`src/rtl/bf16mul_issue_buf_if.sv`:
```
// Producer/consumer handshake bundle for the BF16 multiplier issue buffer.
// master = operand producer and result consumer side; slave = the buffer.
interface bf16mul_issue_buf_if #(
    parameter int unsigned TAG_W = 4
) ();
    logic             in_valid;
    logic             in_ready;
    logic [15:0]      in_a;
    logic [15:0]      in_b;
    logic [TAG_W-1:0] in_tag;
    logic             out_valid;
    logic             out_ready;
    logic [15:0]      out_data;
    logic [TAG_W-1:0] out_tag;

    modport master (
        output in_valid, in_a, in_b, in_tag, out_ready,
        input  in_ready, out_valid, out_data, out_tag
    );

    modport slave (
        input  in_valid, in_a, in_b, in_tag, out_ready,
        output in_ready, out_valid, out_data, out_tag
    );
endinterface

```
`src/rtl/bf16mul_issue_buf.sv`:
```
// Credit-protected issue/return buffer around a fixed-latency, non-stallable BF16 multiplier.
// Define BF16MUL_TAG_EN to carry in_tag through the pipeline and return it on out_tag.
module bf16mul_issue_buf #(
    parameter int unsigned DEPTH   = 4,
    parameter int unsigned LATENCY = 3,
    parameter int unsigned TAG_W   = 4
) (
    input  logic                clk,
    input  logic                rst,
    bf16mul_issue_buf_if.slave  bus,
    output logic                mul_valid_in,
    output logic [15:0]         mul_operand_a,
    output logic [15:0]         mul_operand_b,
    input  logic [15:0]         mul_result,
    input  logic                mul_valid_out,
    output logic                proto_err
);
    localparam int unsigned CNT_W = $clog2(DEPTH + 1);
    localparam int unsigned INF_W = $clog2(LATENCY + 1);
    localparam int unsigned PTR_W = (DEPTH > 1) ? $clog2(DEPTH) : 1;
    localparam int unsigned SUM_W = CNT_W + 1;

    logic [INF_W-1:0]   inflight;
    logic [CNT_W-1:0]   count;
    logic [PTR_W-1:0]   wptr;
    logic [PTR_W-1:0]   rptr;
    logic [LATENCY-1:0] exp_v;
    logic [15:0]        mem_data [DEPTH];

    logic credit_ok;
    logic issue;
    logic wr;
    logic rd;
    logic drop;
    logic mismatch;
    logic head_valid;

    function automatic logic [PTR_W-1:0] ptr_inc(input logic [PTR_W-1:0] p);
        return (32'(p) == 32'(DEPTH - 1)) ? '0 : p + PTR_W'(1);
    endfunction

    // Every issued request owns a FIFO slot from issue until it is read out.
    assign credit_ok  = (SUM_W'(inflight) + SUM_W'(count)) < SUM_W'(DEPTH);
    assign issue      = bus.in_valid & credit_ok;
    assign head_valid = (count != '0);
    assign rd         = head_valid & bus.out_ready;

    // Results with nothing in flight cannot be ours: drop them rather than corrupt the FIFO.
    assign drop     = mul_valid_out & (inflight == '0);
    assign wr       = mul_valid_out & ~drop;
    assign mismatch = exp_v[LATENCY-1] ^ mul_valid_out;

    assign bus.in_ready  = credit_ok;
    assign bus.out_valid = head_valid;
    assign bus.out_data  = mem_data[rptr];

    assign mul_valid_in  = issue;
    assign mul_operand_a = bus.in_a;
    assign mul_operand_b = bus.in_b;

    always_ff @(posedge clk) begin
        if (rst) begin
            inflight  <= '0;
            count     <= '0;
            wptr      <= '0;
            rptr      <= '0;
            exp_v     <= '0;
            proto_err <= 1'b0;
        end else begin
            inflight <= inflight + INF_W'(issue) - INF_W'(wr);
            count    <= count + CNT_W'(wr) - CNT_W'(rd);
            exp_v    <= LATENCY'({exp_v, issue});
            if (wr) wptr <= ptr_inc(wptr);
            if (rd) rptr <= ptr_inc(rptr);
            if (mismatch || drop) proto_err <= 1'b1;
        end
    end

    // Storage needs no reset: count gates visibility of every entry.
    always_ff @(posedge clk) begin
        if (wr) mem_data[wptr] <= mul_result;
    end

`ifdef BF16MUL_TAG_EN
    logic [TAG_W-1:0] tag_sr  [LATENCY];
    logic [TAG_W-1:0] mem_tag [DEPTH];

    // Tag pipeline mirrors the multiplier latency so tag_sr[LATENCY-1] lines up with mul_valid_out.
    always_ff @(posedge clk) begin
        tag_sr[0] <= bus.in_tag;
        for (int i = 1; i < LATENCY; i++) begin
            tag_sr[i] <= tag_sr[i-1];
        end
        if (wr) mem_tag[wptr] <= tag_sr[LATENCY-1];
    end

    assign bus.out_tag = mem_tag[rptr];
`else
    logic unused_tag;
    assign unused_tag  = ^bus.in_tag;
    assign bus.out_tag = '0;
`endif

endmodule

```
`src/flat_wrapper.sv`:
```
// flat-port wrapper written by rule: the top's interface ports become plain ports
module bf16mul_issue_buf_flat 
#(
    parameter int unsigned DEPTH   = 4,
    parameter int unsigned LATENCY = 3,
    parameter int unsigned TAG_W   = 4
)
  (clk, rst, mul_valid_in, mul_operand_a, mul_operand_b, mul_result, mul_valid_out, proto_err, bus_in_valid, bus_in_a, bus_in_b, bus_in_tag, bus_out_ready, bus_in_ready, bus_out_valid, bus_out_data, bus_out_tag);
  bf16mul_issue_buf_if #(.TAG_W(TAG_W)) bus_i ();
  input  logic clk;
  input  logic rst;
  output logic mul_valid_in;
  output logic [15:0] mul_operand_a;
  output logic [15:0] mul_operand_b;
  input  logic [15:0] mul_result;
  input  logic mul_valid_out;
  output logic proto_err;
  input wire logic [$bits(bus_i.in_valid)-1:0] bus_in_valid;
  input wire logic [$bits(bus_i.in_a)-1:0] bus_in_a;
  input wire logic [$bits(bus_i.in_b)-1:0] bus_in_b;
  input wire logic [$bits(bus_i.in_tag)-1:0] bus_in_tag;
  input wire logic [$bits(bus_i.out_ready)-1:0] bus_out_ready;
  output wire logic [$bits(bus_i.in_ready)-1:0] bus_in_ready;
  output wire logic [$bits(bus_i.out_valid)-1:0] bus_out_valid;
  output wire logic [$bits(bus_i.out_data)-1:0] bus_out_data;
  output wire logic [$bits(bus_i.out_tag)-1:0] bus_out_tag;
  assign bus_i.in_valid = bus_in_valid;
  assign bus_i.in_a = bus_in_a;
  assign bus_i.in_b = bus_in_b;
  assign bus_i.in_tag = bus_in_tag;
  assign bus_i.out_ready = bus_out_ready;
  assign bus_in_ready = bus_i.in_ready;
  assign bus_out_valid = bus_i.out_valid;
  assign bus_out_data = bus_i.out_data;
  assign bus_out_tag = bus_i.out_tag;
  bf16mul_issue_buf #(.DEPTH(DEPTH), .LATENCY(LATENCY), .TAG_W(TAG_W)) u_core (.clk(clk), .rst(rst), .bus(bus_i), .mul_valid_in(mul_valid_in), .mul_operand_a(mul_operand_a), .mul_operand_b(mul_operand_b), .mul_result(mul_result), .mul_valid_out(mul_valid_out), .proto_err(proto_err));
endmodule
```
`config.mk`:
```
export PLATFORM = sky130hd
export DESIGN_NAME = bf16mul_issue_buf_flat
export DESIGN_NICKNAME = d
export VERILOG_FILES = /design/src/rtl/bf16mul_issue_buf_if.sv /design/src/rtl/bf16mul_issue_buf.sv /design/src/flat_wrapper.sv
export SDC_FILE = /design/constraint.sdc
export NUM_CORES = 1
export LEC_CHECK = 0
export BUFFER_PORTS_ARGS = -buffer_cell sky130_fd_sc_hd__buf_4
export CAP_MARGIN = 10
export CORE_ASPECT_RATIO = 1.4
export CORE_MARGIN = 2
export CORE_UTILIZATION = 45
export CTS_CLUSTER_DIAMETER = 60
export DETAILED_ROUTE_END_ITERATION = 7
export PLACE_DENSITY = 0.76
export SYNTH_ARGS = -nofsm -noshare
export SYNTH_HDL_FRONTEND = slang
export SYNTH_SLANG_ARGS = --single-unit
```
`constraint.sdc`:
```
create_clock -name clk -period 5.79 [get_ports clk]
set_input_delay 0.8685 -clock clk [delete_from_list [all_inputs] [get_ports clk]]
set_output_delay 0.8685 -clock clk [all_outputs]
set_load 0.02 [all_outputs]
```
==> After elaboration in Yosys (flattened, before gate mapping) <==
Memory sizes are Yosys's and may differ from the RTL's. A register that Yosys moved wholly into a read port is not among the register bits.
Cells that the tools add are included.
{ "totals": {"ff_bits": 13, "ramBits": 64, "input_bits": 57, "output_inout_bits": 56, "mem_count": 1} }
{ "op_classes": {"n_addsub": 7, "n_lt_le_gt_ge": 1, "eq_ne": 2, "muxes": 6, "n_bitwise": 6, "reduce_logical": 3} }
{ "mem_list": {"columns": ["name", "words", "word_bits", "rd", "rd_ports_with_merged_regs", "write_ports", "line", "text"], "rows": [
  ["u_core.mem_data", 4, 16, 1, 1, 1, "bf16mul_issue_buf.sv:28", "logic [15:0] mem_data [DEPTH];"]
]} }
{ "op_table": {"columns": ["operator", "count"], "rows": [
  ["$mux W2", 4],
  ["$add A2 B1 Y2 const B", 2],
  ["$add A2 B3 Y4", 1],
  ["$and A1 B1 Y1", 4],
  ["$eq A2 B2 Y1 const B", 2],
  ["$lt A4 B3 Y1 const B", 1],
  ["$add A3 B1 Y3", 1],
  ["$reduce_bool A3 Y1", 1],
  ["$sub A3 B1 Y3", 1],
  ["$add A2 B1 Y2", 1],
  ["$logic_not A2 Y1", 1],
  ["$mux W1", 2],
  ["$sub A2 B1 Y2", 1],
  ["$logic_or A1 B1 Y1", 1],
  ["$not A1 Y1", 1],
  ["$xor A1 B1 Y1", 1]
]} }

==> Logic depth before layout (Yosys ltp) <==
{ "logic_depth": {"ltp_word": 6, "mapped_depth": 9} }

==> Worst setup path before layout <==
No wires, ideal clock.
{ "synth_timing": {"path_kind": "register -> output", "from": "reg u_core.count[1]", "to": "out mul_valid_in", "arrival_ns": 1.636, "setup_slack_ns": 3.286, "stages_incl_launch_ff": 5, "path_buffers": 0, "cell_sequence": "dfxtp_1 ha_1 a311oi_1 nand2_1 inv_1"} }
{ "synth_between": {"elab_chain_cells": 3} }
{ "synth_lines": {"columns": ["item", "line", "text"], "rows": [
  ["start, declared", "bf16mul_issue_buf.sv:24", "logic [CNT_W-1:0] count;"],
  ["start signal, assigned", "bf16mul_issue_buf.sv:71", "count <= count + CNT_W'(wr) - CNT_W'(rd);"],
  ["$add A2 B3 Y4", "bf16mul_issue_buf.sv:43", "assign credit_ok = (SUM_W'(inflight) + SUM_W'(count)) < SUM_W'(DEPTH);"],
  ["$lt A4 B3 Y1", "bf16mul_issue_buf.sv:43", null],
  ["via bus_in_ready", "flat_wrapper.sv:23", "output wire logic [$bits(bus_i.in_ready)-1:0] bus_in_ready;"],
  ["$and A1 B1 Y1", "bf16mul_issue_buf.sv:44", "assign issue = bus.in_valid & credit_ok;"],
  ["end, declared", "flat_wrapper.sv:12", "output logic mul_valid_in;"]
]} }
The timed path passes the listed nets, and every way through them passes these cells.

==> flow_metrics.tcl <==
set metrics [dict create \
    synthMuxAreaShare 0.124 \
    yosysWarningCount 0 \
    ant_nets 0 \
    post-cts-setup-buffers 0 \
    setup_viol 0 \
    pin_count 113 \
    ctsHoldBuffers 0 \
    yosys-top-cells-count "edfxtp_1 (64), buf_4 (36), dfxtp_1 (15)" \
    ys_types 26 \
    grtUsageTotal 0.121 \
    syn_area_mm2 0.00333 \
    cp.arrival_ns 2.25 \
    syn_inst 192 \
    fin_crit_ns 3.12 \
    finalHoldViolations 0 \
    hold_slack_ns 0.440 \
    p_leak_nw 1.33 \
    port_buffers 40 \
    vias 1497 \
    power.density_mw_per_mm2 416 \
    finalClockSkew_ns 0.00878 \
    tns_ns 0 \
    synth_compound_area_frac 0.0128 \
    switchingPower_w 0.000422 \
    ys_seq_area_frac 0.668 \
    cts_tree "built" \
    swShare 0.278 \
    ys_async_sr_fraction 0 \
    die_area_mm2 0.00811 \
    yosysTopAreaCell "edfxtp_1" \
    p_seq_frac 0.483 \
    cp_cell_sequence "mux4_1 > buf_4" \
    grt_overflow 0 \
    synthAdderAreaFrac 0.0436 \
    synth_area_leaders "edfxtp_1 (58%), dfxtp_1 (9.0%), buf_4 (8.1%), mux4_2 (6.8%), mux4_1 (4.7%)" \
    clkPwrFrac 0.264 \
    startpoint_type "register" \
    place_inst 290 \
    antenna_found_initial 0 \
    postLayoutCellArea_mm2 0.00364 \
    avgSynthCellArea_um2 17.3 \
    finalMaxSlewViolations 0 \
    finalWirelength_mm 4.63 \
    grt_max_degree 17 \
    post-route-period-util 0.539 \
    max_stage_delay_ns 1.02 \
    relSlewSlack 0.294 \
    clk_latency_ns 0.34 \
    cp_max_fo 16 \
    synth_top_family_by_area "multiplexers" \
    vias_per_cell 4.89 \
    fp.coreArea_mm2 0.00727 \
    worst-setup-path-type "reg2out" \
    stdcell_count 306 \
    wl_per_cell_um 15.1 \
    tightest_slew_ns 1.06 \
    synth_top_area_frac 0.578 \
    rows 37 \
    drc 0 \
    numClockSinks 79 \
    pwr-share-comb 0.253 \
    yosys.area_share.simple 0.0323 \
    hold_class "reg2reg" \
    floorplan.initialDensity 0.458 \
    drv_cap 0 \
    synth-edff-count 64 \
    clockRootBuffer "clkbuf_8" \
    place_hpwl_mm 2.92 \
    crit_path_end_kind "output pin" \
    fillCellCount 617 \
    drtPass1Iterations 2 \
    register_area_mm2 0.00222 \
    p_int_w 0.00109 \
    crit_path_top_delay_cell "dfxtp_1" \
    numCtsBuffers 9 \
    vdd_drop_max_mv 0.333 \
    grt_pass1_vias 1493 \
    synth-xor-area-share 0.0105 \
    rsz0062_at_grt "no" \
    die_y_um 106 \
    place_area_mm2 0.00344 \
    outcome "finished clean" \
    yosysMostFrequentCell "edfxtp_1" \
    timing.fmax_mhz 321 \
    n_antenna_cell 0 \
    final_nets 272 \
    clockBufferDepth 2 \
    grt_pass1_wl_mm 7.24 \
    clk_pin_slew_ns 0.08 \
    area_delta_synth_final_pct 9.55 \
    synthFlopType "edfxtp_1" \
    h-tree-depth 3 \
    drt_iter0_drc 85 \
    synth-seq-cells 79 \
    multiInputGateArea_um2 758 \
    cts-resized-gates 0 \
    required_ns 4.92 \
    drive_above_1_share 0.311 \
    die_w_um 76.7 \
    place_congestion 0.648 \
]
==> flip-flops by register name (all words and copies together), names as in the netlist, named ones only <==
register,cells
u_core.mem_data,64
u_core.count,3
u_core.exp_v,3
u_core.inflight,2
u_core.rptr,2
u_core.wptr,2
u_core.proto_err,1
==> worst max-delay path: cells and delay by family (launching register included) <==
family                 cells  cell delay (ns)
buffers and inverters      1             0.18
flip-flops                 1             1.02
multiplexers               1             0.70
==> cell usage in the layout, fill, tap and decap left out, types with 5 or more instances in the layout <==
master	synthesis	layout
dfxtp_1	15	15
buf_4	36	40
ha_1	10	10
mux4_1	6	6
inv_1	10	10
nor2_1	7	7
clkbuf_8	0	10
nor2b_1	5	5
mux4_2	10	10
edfxtp_1	64	64
==> path summary, 6_finish.rpt <==
kind	start	to	slack, ns	cells after the start
max reg2reg	u_core.count[2]$_SDFF_PP0_	u_core.count[2]$_SDFF_PP0_	3.61	9
min	u_core.exp_v[1]$_SDFF_PP0_	u_core.exp_v[2]$_SDFF_PP0_	0.44	1
max	register	bus_out_data[4]	2.67	2
min reg2reg	u_core.exp_v[1]$_SDFF_PP0_	u_core.exp_v[2]$_SDFF_PP0_	0.44	1
==> per-stage QoR <==
| step | utilization | setup WS [ns] | total power (W) |
|---|---|---|---|
| after floorplan | - | 3.29 | 0.00104 |
| after global placement | 0.473 | 2.99 | 0.00113 |
| after detailed placement | 0.473 | 2.96 | 0.00114 |
| after CTS | 0.501 | 2.58 | 0.00154 |
| after global routing | 0.501 | 2.52 | 0.00159 |
| final | 0.501 | 2.67 | 0.00152 |
==> layout make-up <==
| cell class | count | area share |
|---|---|---|
| clock buffer | 14 | 0.0536 |
| clock inverter | 2 | 0.00275 |
| inverter | 10 | 0.0103 |
| multi-input combinational | 64 | 0.208 |
| sequential | 79 | 0.610 |
| tap | 97 | 0.0333 |
| timing repair buffer | 40 | 0.0824 |
==> cell families after synthesis <==
kind of cell / Yosys count
simple gates: 21
mux: 19
flops: 79
fa+ha+maj: 11
compound gates: 5
buf+inv: 52
xor+xnor: 4
other cells: 1
==> power by group through the flow <==
stage | combinational, W | sequential (W) | clock [W]
floorplan | 0.000329 | 0.000713 | 0
global placement | 0.000384 | 0.000744 | 0
detailed placement | 0.000389 | 0.000748 | 0
CTS | 0.000391 | 0.000736 | 0.000410
global route | 0.000421 | 0.000742 | 0.000430
finish | 0.000384 | 0.000733 | 0.000401
==> per-layer routing <==
layer	GRT usage	routed length, um	share of wire	up-vias
li1	-	-	-	694
met1	0.133	1860	0.40	739
met2	0.201	2400	0.52	52
met3	0.0411	237	0.051	12
met4	0.0753	132	0.029	0
met5	0	0	0	-
Note: power is estimated with default switching activity, not from simulation.
